[config.mk]
export PLATFORM = sky130hd
export DESIGN_NAME = waveform_stream_shaper_flat
export DESIGN_NICKNAME = d
export VERILOG_FILES = /design/src/rtl/waveform_stream_shaper_pkg.sv /design/src/rtl/waveform_stream_shaper_if.sv /design/src/rtl/waveform_stream_shaper_fm_toggle.sv /design/src/rtl/waveform_stream_shaper.sv /design/src/flat_wrapper.sv
export SDC_FILE = /design/constraint.sdc
export NUM_CORES = 1
export LEC_CHECK = 0
export CORE_MARGIN = 2
export CORE_UTILIZATION = 38
export CTS_CLUSTER_SIZE = 28
export DETAILED_ROUTE_END_ITERATION = 7
export HOLD_SLACK_MARGIN = 0.08
export REMOVE_ABC_BUFFERS = 1
export SKIP_CTS_REPAIR_TIMING = 1
export SYNTH_ARGS = -nofsm -noshare
export SYNTH_HDL_FRONTEND = slang
export SYNTH_HIERARCHICAL = 1
export SYNTH_SLANG_ARGS = --single-unit
[constraint.sdc]
create_clock -name clk -period 6.9 [get_ports clk]
set_clock_uncertainty 0.2 [all_clocks]
set_input_delay 1.38 -clock clk [delete_from_list [all_inputs] [get_ports clk]]
set_output_delay 1.38 -clock clk [all_outputs]
set_load 0.01 [all_outputs]
[src/rtl/waveform_stream_shaper_pkg.sv]
// Shared types for the waveform stream shaper: one-hot shaping modes and the frame FSM states.
package waveform_stream_shaper_pkg;

  typedef enum logic [3:0] {
    WM_PASS = 4'b0001,
    WM_TRI  = 4'b0010,
    WM_SQR  = 4'b0100,
    WM_FM   = 4'b1000
  } wave_mode_e;

  typedef enum logic [1:0] {
    S_IDLE  = 2'd0,
    S_RUN   = 2'd1,
    S_DRAIN = 2'd2
  } wfs_state_e;

endpackage

[src/rtl/waveform_stream_shaper_if.sv]
// Sample stream bundle for the shaper: input valid/ready channel and output valid/ready channel.
interface waveform_stream_shaper_if #(parameter int DATA_W = 8);

  logic              in_valid;
  logic              in_ready;
  logic [DATA_W-1:0] in_data;
  logic              out_valid;
  logic              out_ready;
  logic [DATA_W-1:0] out_data;
  logic              out_last;

  modport master (
    output in_valid, in_data, out_ready,
    input  in_ready, out_valid, out_data, out_last
  );

  modport slave (
    input  in_valid, in_data, out_ready,
    output in_ready, out_valid, out_data, out_last
  );

endinterface

[src/rtl/waveform_stream_shaper_fm_toggle.sv]
// FM toggle state: half-period counter and output bit, with the half-period derived from the sample.
module waveform_stream_shaper_fm_toggle #(
  parameter int DATA_W      = 8,
  parameter int FM_MAX_STEP = 20
) (
  input  logic              clk,
  input  logic              rst,
  input  logic              clr_i,
  input  logic              adv_i,
  input  logic [DATA_W-1:0] sample_i,
  output logic              fm_bit_next_o
);

  localparam int MAXV = 2**DATA_W - 1;
  localparam int SW   = $clog2(FM_MAX_STEP + 1);
  localparam int XMAX = MAXV * (FM_MAX_STEP - 1);
  localparam int SH   = $clog2(MAXV) + $clog2(XMAX + 1);
  // Division by MAXV as multiply-by-reciprocal; 2**SH > MAXV*XMAX keeps the floor exact over the range.
  localparam logic [63:0] RECIP = ((64'd1 << SH) + 64'(MAXV) - 64'd1) / 64'(MAXV);

  logic [SW-1:0] step;
  logic [SW-1:0] pos_inc;
  logic [SW-1:0] fm_pos_q, fm_pos_d;
  logic          fm_bit_q, fm_bit_d;
  logic          toggle;

  assign step          = SW'(1) + SW'((64'(sample_i) * 64'(FM_MAX_STEP - 1) * RECIP) >> SH);
  assign pos_inc       = fm_pos_q + SW'(1);
  assign toggle        = (pos_inc >= step);
  assign fm_bit_next_o = toggle ? ~fm_bit_q : fm_bit_q;

  always_comb begin
    fm_pos_d = fm_pos_q;
    fm_bit_d = fm_bit_q;
    if (clr_i) begin
      fm_pos_d = '0;
      fm_bit_d = 1'b0;
    end else if (adv_i) begin
      fm_pos_d = toggle ? '0 : pos_inc;
      fm_bit_d = fm_bit_next_o;
    end
  end

  always_ff @(posedge clk or posedge rst) begin
    if (rst) begin
      fm_pos_q <= '0;
      fm_bit_q <= 1'b0;
    end else begin
      fm_pos_q <= fm_pos_d;
      fm_bit_q <= fm_bit_d;
    end
  end

endmodule

[src/rtl/waveform_stream_shaper.sv]
// Frame-based waveform shaper (pass/triangle/square/FM) with a one-deep backpressurable output stage.
// Optional WFS_ABORT_EN adds abort_i, which drops an in-flight frame without frame_done.
module waveform_stream_shaper
  import waveform_stream_shaper_pkg::*;
#(
  parameter int DATA_W      = 8,
  parameter int DEPTH       = 256,
  parameter int FM_MAX_STEP = 20
) (
  input  logic                   clk,
  input  logic                   rst,
  input  logic [3:0]             mode_i,
  input  logic                   start_i,
`ifdef WFS_ABORT_EN
  input  logic                   abort_i,
`endif
  waveform_stream_shaper_if.slave bus,
  output logic                   busy_o,
  output logic                   frame_done_o
);

  localparam int MAXV  = 2**DATA_W - 1;
  localparam int IDX_W = $clog2(DEPTH);
  localparam int TRI_W = IDX_W + DATA_W;

  wfs_state_e         state_q, state_d;
  logic [3:0]         mode_q, mode_d;
  logic [IDX_W-1:0]   idx_q, idx_d;
  logic               out_valid_q, out_valid_d;
  logic               out_last_q, out_last_d;
  logic [DATA_W-1:0]  out_data_q, out_data_d;
  logic               frame_done_q, frame_done_d;

  logic               in_ready;
  logic               in_hs;
  logic               out_hs;
  logic               abort_w;
  logic               idx_last;
  logic               fm_clr;
  logic               fm_adv;
  logic               fm_bit_next;
  logic [IDX_W-2:0]   tri_t;
  logic [TRI_W-1:0]   tri_w;
  logic [DATA_W-1:0]  tri_val;
  logic [DATA_W-1:0]  shaped;

`ifdef WFS_ABORT_EN
  assign abort_w = abort_i && (state_q != S_IDLE);
`else
  assign abort_w = 1'b0;
`endif

  assign in_ready = (state_q == S_RUN) && (!out_valid_q || bus.out_ready) && !abort_w;
  assign in_hs    = bus.in_valid && in_ready;
  assign out_hs   = out_valid_q && bus.out_ready;
  assign idx_last = (idx_q == IDX_W'(DEPTH - 1));
  assign fm_clr   = ((state_q == S_IDLE) && start_i) || abort_w;
  assign fm_adv   = in_hs && (mode_q == WM_FM);

  // Falling half mirrors the rising half: DEPTH-1-k equals the complement of k's low bits.
  assign tri_t   = idx_q[IDX_W-1] ? ~idx_q[IDX_W-2:0] : idx_q[IDX_W-2:0];
  assign tri_w   = {tri_t, {(DATA_W + 1){1'b0}}} >> IDX_W;
  assign tri_val = (tri_w > TRI_W'(MAXV)) ? DATA_W'(MAXV) : tri_w[DATA_W-1:0];

  always_comb begin
    shaped = '0;
    case (mode_q)
      WM_PASS: shaped = bus.in_data;
      WM_TRI:  shaped = tri_val;
      WM_SQR:  shaped = bus.in_data[DATA_W-1] ? DATA_W'(MAXV) : '0;
      WM_FM:   shaped = fm_bit_next ? DATA_W'(MAXV) : '0;
      default: shaped = '0;
    endcase
  end

  waveform_stream_shaper_fm_toggle #(
    .DATA_W      (DATA_W),
    .FM_MAX_STEP (FM_MAX_STEP)
  ) u_fm (
    .clk           (clk),
    .rst           (rst),
    .clr_i         (fm_clr),
    .adv_i         (fm_adv),
    .sample_i      (bus.in_data),
    .fm_bit_next_o (fm_bit_next)
  );

  always_comb begin
    state_d      = state_q;
    mode_d       = mode_q;
    idx_d        = idx_q;
    out_valid_d  = out_valid_q && !out_hs;
    out_last_d   = out_last_q && !out_hs;
    out_data_d   = out_data_q;
    frame_done_d = 1'b0;
    case (state_q)
      S_IDLE: begin
        if (start_i) begin
          state_d = S_RUN;
          mode_d  = mode_i;
          idx_d   = '0;
        end
      end
      S_RUN: begin
        if (in_hs) begin
          out_valid_d = 1'b1;
          out_data_d  = shaped;
          out_last_d  = idx_last;
          if (idx_last) state_d = S_DRAIN;
          else          idx_d   = idx_q + 1'b1;
        end
      end
      S_DRAIN: begin
        if (out_hs && out_last_q) begin
          state_d      = S_IDLE;
          frame_done_d = 1'b1;
        end
      end
      default: state_d = S_IDLE;
    endcase
    if (abort_w) begin
      state_d      = S_IDLE;
      out_valid_d  = 1'b0;
      out_last_d   = 1'b0;
      frame_done_d = 1'b0;
    end
  end

  always_ff @(posedge clk or posedge rst) begin
    if (rst) begin
      state_q      <= S_IDLE;
      mode_q       <= '0;
      idx_q        <= '0;
      out_valid_q  <= 1'b0;
      out_last_q   <= 1'b0;
      out_data_q   <= '0;
      frame_done_q <= 1'b0;
    end else begin
      state_q      <= state_d;
      mode_q       <= mode_d;
      idx_q        <= idx_d;
      out_valid_q  <= out_valid_d;
      out_last_q   <= out_last_d;
      out_data_q   <= out_data_d;
      frame_done_q <= frame_done_d;
    end
  end

  assign bus.in_ready  = in_ready;
  assign bus.out_valid = out_valid_q;
  assign bus.out_data  = out_data_q;
  assign bus.out_last  = out_last_q;
  assign busy_o        = (state_q != S_IDLE);
  assign frame_done_o  = frame_done_q;

endmodule

[src/flat_wrapper.sv]
// flat-port wrapper written by rule: the top's interface ports become plain ports
module waveform_stream_shaper_flat import waveform_stream_shaper_pkg::*;
#(
  parameter int DATA_W      = 8,
  parameter int DEPTH       = 256,
  parameter int FM_MAX_STEP = 20
)
  (clk, rst, mode_i, start_i, busy_o, frame_done_o, bus_in_valid, bus_in_data, bus_out_ready, bus_in_ready, bus_out_valid, bus_out_data, bus_out_last);
  waveform_stream_shaper_if #(.DATA_W(DATA_W)) bus_i ();
  input  logic clk;
  input  logic rst;
  input  logic [3:0] mode_i;
  input  logic start_i;
  output logic busy_o;
  output logic frame_done_o;
  input wire logic [$bits(bus_i.in_valid)-1:0] bus_in_valid;
  input wire logic [$bits(bus_i.in_data)-1:0] bus_in_data;
  input wire logic [$bits(bus_i.out_ready)-1:0] bus_out_ready;
  output wire logic [$bits(bus_i.in_ready)-1:0] bus_in_ready;
  output wire logic [$bits(bus_i.out_valid)-1:0] bus_out_valid;
  output wire logic [$bits(bus_i.out_data)-1:0] bus_out_data;
  output wire logic [$bits(bus_i.out_last)-1:0] bus_out_last;
  assign bus_i.in_valid = bus_in_valid;
  assign bus_i.in_data = bus_in_data;
  assign bus_i.out_ready = bus_out_ready;
  assign bus_in_ready = bus_i.in_ready;
  assign bus_out_valid = bus_i.out_valid;
  assign bus_out_data = bus_i.out_data;
  assign bus_out_last = bus_i.out_last;
  waveform_stream_shaper #(.DATA_W(DATA_W), .DEPTH(DEPTH), .FM_MAX_STEP(FM_MAX_STEP)) u_core (.clk(clk), .rst(rst), .mode_i(mode_i), .start_i(start_i), .bus(bus_i), .busy_o(busy_o), .frame_done_o(frame_done_o));
endmodule
After elaboration in Yosys (flattened, before gate mapping)
Cells that the tools add are included.
Operators by class
  $add $sub $neg: 3
  $mul: 2
  magnitude comparators: 2
  equal/unequal tests: 12
  mux-type cells: 26
  bitwise logic cells: 2
  reductions and logical operators: 19
Operators by type and width (number)
  $mux 8: 6
  $pmux 8 s4: 1
  $mul 13x14->26 const B: 1
  $pmux 8 s2: 1
  $mux 5: 3
  $mul 8x5->13 const B: 1
  $mux 1: 9
  $add 8x1->8 const B: 1
  $eq 8x8->1 const B: 1
  $gt 8x8->1 const B: 1
  $logic_and 1x1->1: 8
  $mux 2: 4
  $reduce_and 4->1: 2
  $mux 7: 1
  $not 7->7: 1
  $ne 2x1->1 const B: 3
  $pmux 2 s3: 1
  $reduce_bool 2->1: 3
  $add 1x5->5 const A: 1
  $add 5x1->5 const B: 1
  $ge 5x5->1: 1
  $eq 4x1->1 const B: 1
  $eq 4x2->1 const B: 1
  $eq 4x3->1 const B: 1
  9 further kinds: 12
Storage, ports and cells
  flip-flop bits (word level): 31
  logic and storage cells: 75

Logic depth before layout (Yosys ltp)
  depth after elaboration: 7
  depth in mapped cells: 35

Cells and area by module
The synthesis kept the hierarchy.
Modules (own cells, without submodules)
  waveform_stream_shaper_fm_toggle: instances 1, cells an instance 202, area each 1896.8 um^2, seq. area each 150.1 um^2
  waveform_stream_shaper: instances 1, cells an instance 126, area each 1373.8 um^2, seq. area each 625.6 um^2

Worst setup path after synthesis
OpenSTA, ideal clock, no wires.
  path type: in2reg
  from: input bus_in_data[2]
  to: register u_core.out_data_q[1] (netlist: u_core/bus.out_data[1])
  library setup time: 0.066 ns
  arrival: 7.898 ns
  required time: 6.634 ns
  path slack: -1.264 ns
  stages: 33
  path through: ha_1 inv_1 fa_1 inv_1 ha_1 a21oi_2 and3_4 xnor2_1 ha_1 ha_1 inv_1 fa_1 inv_1 ha_1 ha_1 o21a_1 nor2_1 or4b_1 o21ai_2 nand2_2 and2_1 ha_1 xnor2_1 xnor2_1 ha_1 a21o_1 a21o_1 a21oi_1 xnor2_1 nand3b_1 a211oi_2 a221o_1 a22o_1
Between the ends
  longest elaborated chain between the ends: 7
Ends and longest elaborated chain
  from (decl): RTL line flat_wrapper.sv:17  | input wire logic [$bits(bus_i.in_data)-1:0] bus_in_data;
  $mul 8x5->13: RTL line waveform_stream_shaper_fm_toggle.sv:27  | assign step = SW'(1) + SW'((64'(sample_i) * 64'(FM_MAX_STEP - 1) * RECIP) >> SH);
  $mul 13x14->26: RTL line waveform_stream_shaper_fm_toggle.sv:27
  $add 1x5->5: RTL line waveform_stream_shaper_fm_toggle.sv:27
  $ge 5x5->1: RTL line waveform_stream_shaper_fm_toggle.sv:29  | assign toggle = (pos_inc >= step);
  $mux 1: RTL line waveform_stream_shaper_fm_toggle.sv:30  | assign fm_bit_next_o = toggle ? ~fm_bit_q : fm_bit_q;
  net u_core.fm_bit_next: RTL line waveform_stream_shaper.sv:41  | logic fm_bit_next;
  $mux 8: RTL line waveform_stream_shaper.sv:71  | WM_FM: shaped = fm_bit_next ? DATA_W'(MAXV) : '0;
  $pmux 8 s4: RTL line waveform_stream_shaper.sv:67  | case (mode_q)
  to (signal assigned): RTL line waveform_stream_shaper.sv:144  | out_data_q <= out_data_d;
  to (decl): RTL line waveform_stream_shaper.sv:31  | logic [DATA_W-1:0] out_data_q, out_data_d;
The timed path passes the listed nets, and every way through them passes these cells.
A chain may end at the register's enable or synchronous reset.

Final worst setup path
  from: input bus_in_data[3]
  to: register u_core.out_data_q[4] (netlist: u_core/bus.out_data[4])
The elaborated chain is that of the path after synthesis.

==> out/results.txt <==
Cells after synthesis -> 328
Ys async rst share -> 1.00
Filler cells -> 724
Hold EP -> u_core/state_q[0]$_DFFE_PP0P_
Status -> finished with violations
Area of the multi-input gates -> 0.00266 mm^2
Final setup viols -> 14
Failing checks -> setup timing
Final Hold Vio Count -> 0
DR pass1 iterations -> 6
Seq/Total Area, Yosys -> 0.237
Area Growth Syn to Fin -> 39.8%
Slew Viols, Final -> 0
GRT Max-Usage Layer -> met2
Setup TNS -> -9.64 ns
Worst hold path class -> reg -> reg
Via count -> 2809
Top cells by count, synth -> ha_1, dfrtp_1, inv_1
CTS tree -> done
Final WL -> 7.91 mm
Row cnt -> 33
Synth top area share -> 0.256
Ys flop type -> dfrtp_1
Number of global-route vias before repair -> 2777
Fmax -> 0.128 GHz
Post-synth EDFFs -> 0
CTS max path bufs -> 2
Worst skew pair latency -> 0.28 ns
Most used cell, CP -> ha_4
Minimum hold slack -> 0.302 ns
Flops & latches, synth -> 31
CTS Buf Count -> 5
Setup Crit Path Kind -> in -> reg
Diodes inserted -> 0
Leak -> 0.00218 uW
R2R cell count -> 8
Max Cap Viol -> 0
IO Port Bufs -> 29
Initial antenna violation count -> 0
Post-layout nets -> 511
Grt met3 use -> 0.0282
Die area -> 0.00937 mm^2
Largest net degree at the start of global routing -> 26
CP top delay family -> adder cells
Share of layout cells above drive strength 1 -> 0.358
Unrepaired setup endpoints after global routing -> yes
Leading area contributor after synthesis -> ha_1
Total GRT Usage -> 0.164
Worst-Margin Slew -> 0.941 ns
Total gr overflow -> 0
R2R setup slack -> 3.81 ns
Starting Density -> 0.394
Final worst-path cycle share -> 1.14
FF-to-FF Start -> u_core/state_q[1]$_DFFE_PP0P_
Max stage delay on crit path -> 0.53 ns
Cell with the most instances after synthesis -> ha_1
Worst setup SP type -> primary input
DP Area -> 0.00412 mm^2
CP Max Fanout -> 8
Post-DP HPWL -> 6.15 mm
I/O pins -> 30
Pwr Density -> 284 mW/mm^2
Vias/cell -> 5.33
Mapped cell area -> 0.00327 mm^2
Slowest CP cell -> or4b_1
Worst setup EP type -> flop
CP arrival -> 7.80 ns
Peak supply drop -> 0.195 mV
DRC violations left -> 0
Chip Width -> 96.8 um
Die H -> 96.8 um
DRT iter0 DRCs -> 88
Synth top area cells -> ha_1, dfrtp_1, xnor2_1
Clock Root Buffer -> clkbuf_8
CORE AREA -> 0.00830 mm^2
Fin area -> 0.00457 mm^2
WP buf/inv -> 5
First-pass GRT wire length -> 12.9 mm
Fin crit period -> 7.84 ns
Syn_area_per_cell -> 9.97 um^2
HP Start -> u_core/state_q[1]$_DFFE_PP0P_
Cell variety after synth -> 69
Max-slew headroom -> 0.372
YS warnings -> 6
Grt met2 use -> 0.257
WP data required -> 6.86 ns
Reg area -> 776 um^2
Placer Congestion -> 0.870
CTS Sinks -> 31
Routed WL per cell -> 15.0 um
Worst setup margin -> -0.939 ns
M1 GR Usage -> 0.243
Worst-path clk slew -> 0.07 ns
Antenna-violating nets left -> 0
Hold Path Stages -> 1
Worst reg2reg endpoint -> u_core/u_fm/fm_pos_q[0]$_DFFE_PP0P_
Htree depth -> 2
## where the power goes
part | leakage [uW] | internal, uW | total (uW) | switching [uW]
clock | 0.0000470 | 78.1 | 142 | 64.0
combinational | 0.00173 | 477 | 885 | 408
sequential | 0.000399 | 218 | 271 | 53.0
## worst max path at each step
stage,start,depth (start not counted),endpoint,slack (ns)
floorplan,bus_in_data[2],33,u_core/bus.out_data[1]$_DFFE_PP0P_,-1.26
global placement,bus_in_data[6],37,u_core/bus.out_data[4]$_DFFE_PP0P_,-1.86
detailed placement,bus_in_data[6],38,u_core/bus.out_data[2]$_DFFE_PP0P_,-2.02
CTS,bus_in_data[6],38,u_core/bus.out_data[4]$_DFFE_PP0P_,-1.74
global route,bus_in_data[5],36,u_core/bus.out_data[4]$_DFFE_PP0P_,-1.24
finish,bus_in_data[3],35,u_core/bus.out_data[4]$_DFFE_PP0P_,-0.94
## cell type report
cell class / count / share of cell area
Inverter: 33 / 0.0271
Clock buffer: 6 / 0.0181
Multi-Input combinational cell: 257 / 0.582
Tap cell: 105 / 0.0287
Timing Repair Buffer: 94 / 0.173
Sequential cell: 31 / 0.170
Clock inverter: 1 / 0.00109
## flip-flops by register name, indices dropped and copies added, names as in the netlist
| register | flops |
|---|---|
| u_core/mode_q | 4 |
| u_core/bus.out_last | 1 |
| u_core/u_fm/fm_bit_q | 1 |
| u_core/frame_done_o | 1 |
| u_core/state_q | 2 |
| u_core/bus.out_valid | 1 |
| u_core/idx_q | 8 |
| u_core/bus.out_data | 8 |
| u_core/u_fm/fm_pos_q | 5 |
## logic make-up (layout without fill, tap and decap cells)
| logic type | after synthesis | count (layout) | share of synthesized area |
|---|---|---|---|
| and+or+nand+nor | 80 | 80 | 0.153 |
| AOI/OAI and AO/OA | 77 | 77 | 0.194 |
| adders and majority gates | 72 | 72 | 0.287 |
| buffers and inverters | 40 | 134 | 0.0478 |
| DFF | 31 | 31 | 0.237 |
| xor gates and xnor gates | 22 | 22 | 0.0612 |
| muxes | 6 | 6 | 0.0199 |
## placed cells by master, fill, tap and decap left out, types with 4 or more instances in the layout
cell	Yosys	layout
buf_4	0	64
nand2_1	14	14
a21oi_1	10	7
xor2_1	7	7
fa_1	5	4
o21ai_0	7	6
inv_2	3	11
inv_1	30	22
nand3_1	8	8
clkbuf_8	0	6
a31oi_1	4	4
nor2_1	13	12
a22o_1	8	8
dfrtp_1	31	31
a221o_1	7	7
ha_4	0	17
xnor2_2	1	4
a21o_1	5	5
xnor2_1	14	11
nand4_1	4	4
ha_1	67	49
clkdlybuf4s50_1	0	21
mux2_2	4	4
## metal layers
| metal | wire length (um) | up-vias |
|---|---|---|
| li1 | - | 1406 |
| met1 | 4020 | 1348 |
| met2 | 3630 | 53 |
| met3 | 228 | 2 |
| met4 | 31 | 0 |
| met5 | 0 | - |
## per-stage QoR
| step | power, uW | util | worst slack, ns | std cells |
|---|---|---|---|---|
| after floorplan | 758 | - | -1.26 | 321 |
| after global placement | 1010 | 0.496 | -1.86 | 516 |
| after detailed placement | 1040 | 0.496 | -2.02 | 516 |
| after CTS | 1180 | 0.507 | -1.74 | 523 |
| after global routing | 1440 | 0.551 | -1.24 | 527 |
| final | 1300 | 0.551 | -0.939 | 527 |
Power figures use the tool's default switching activity.
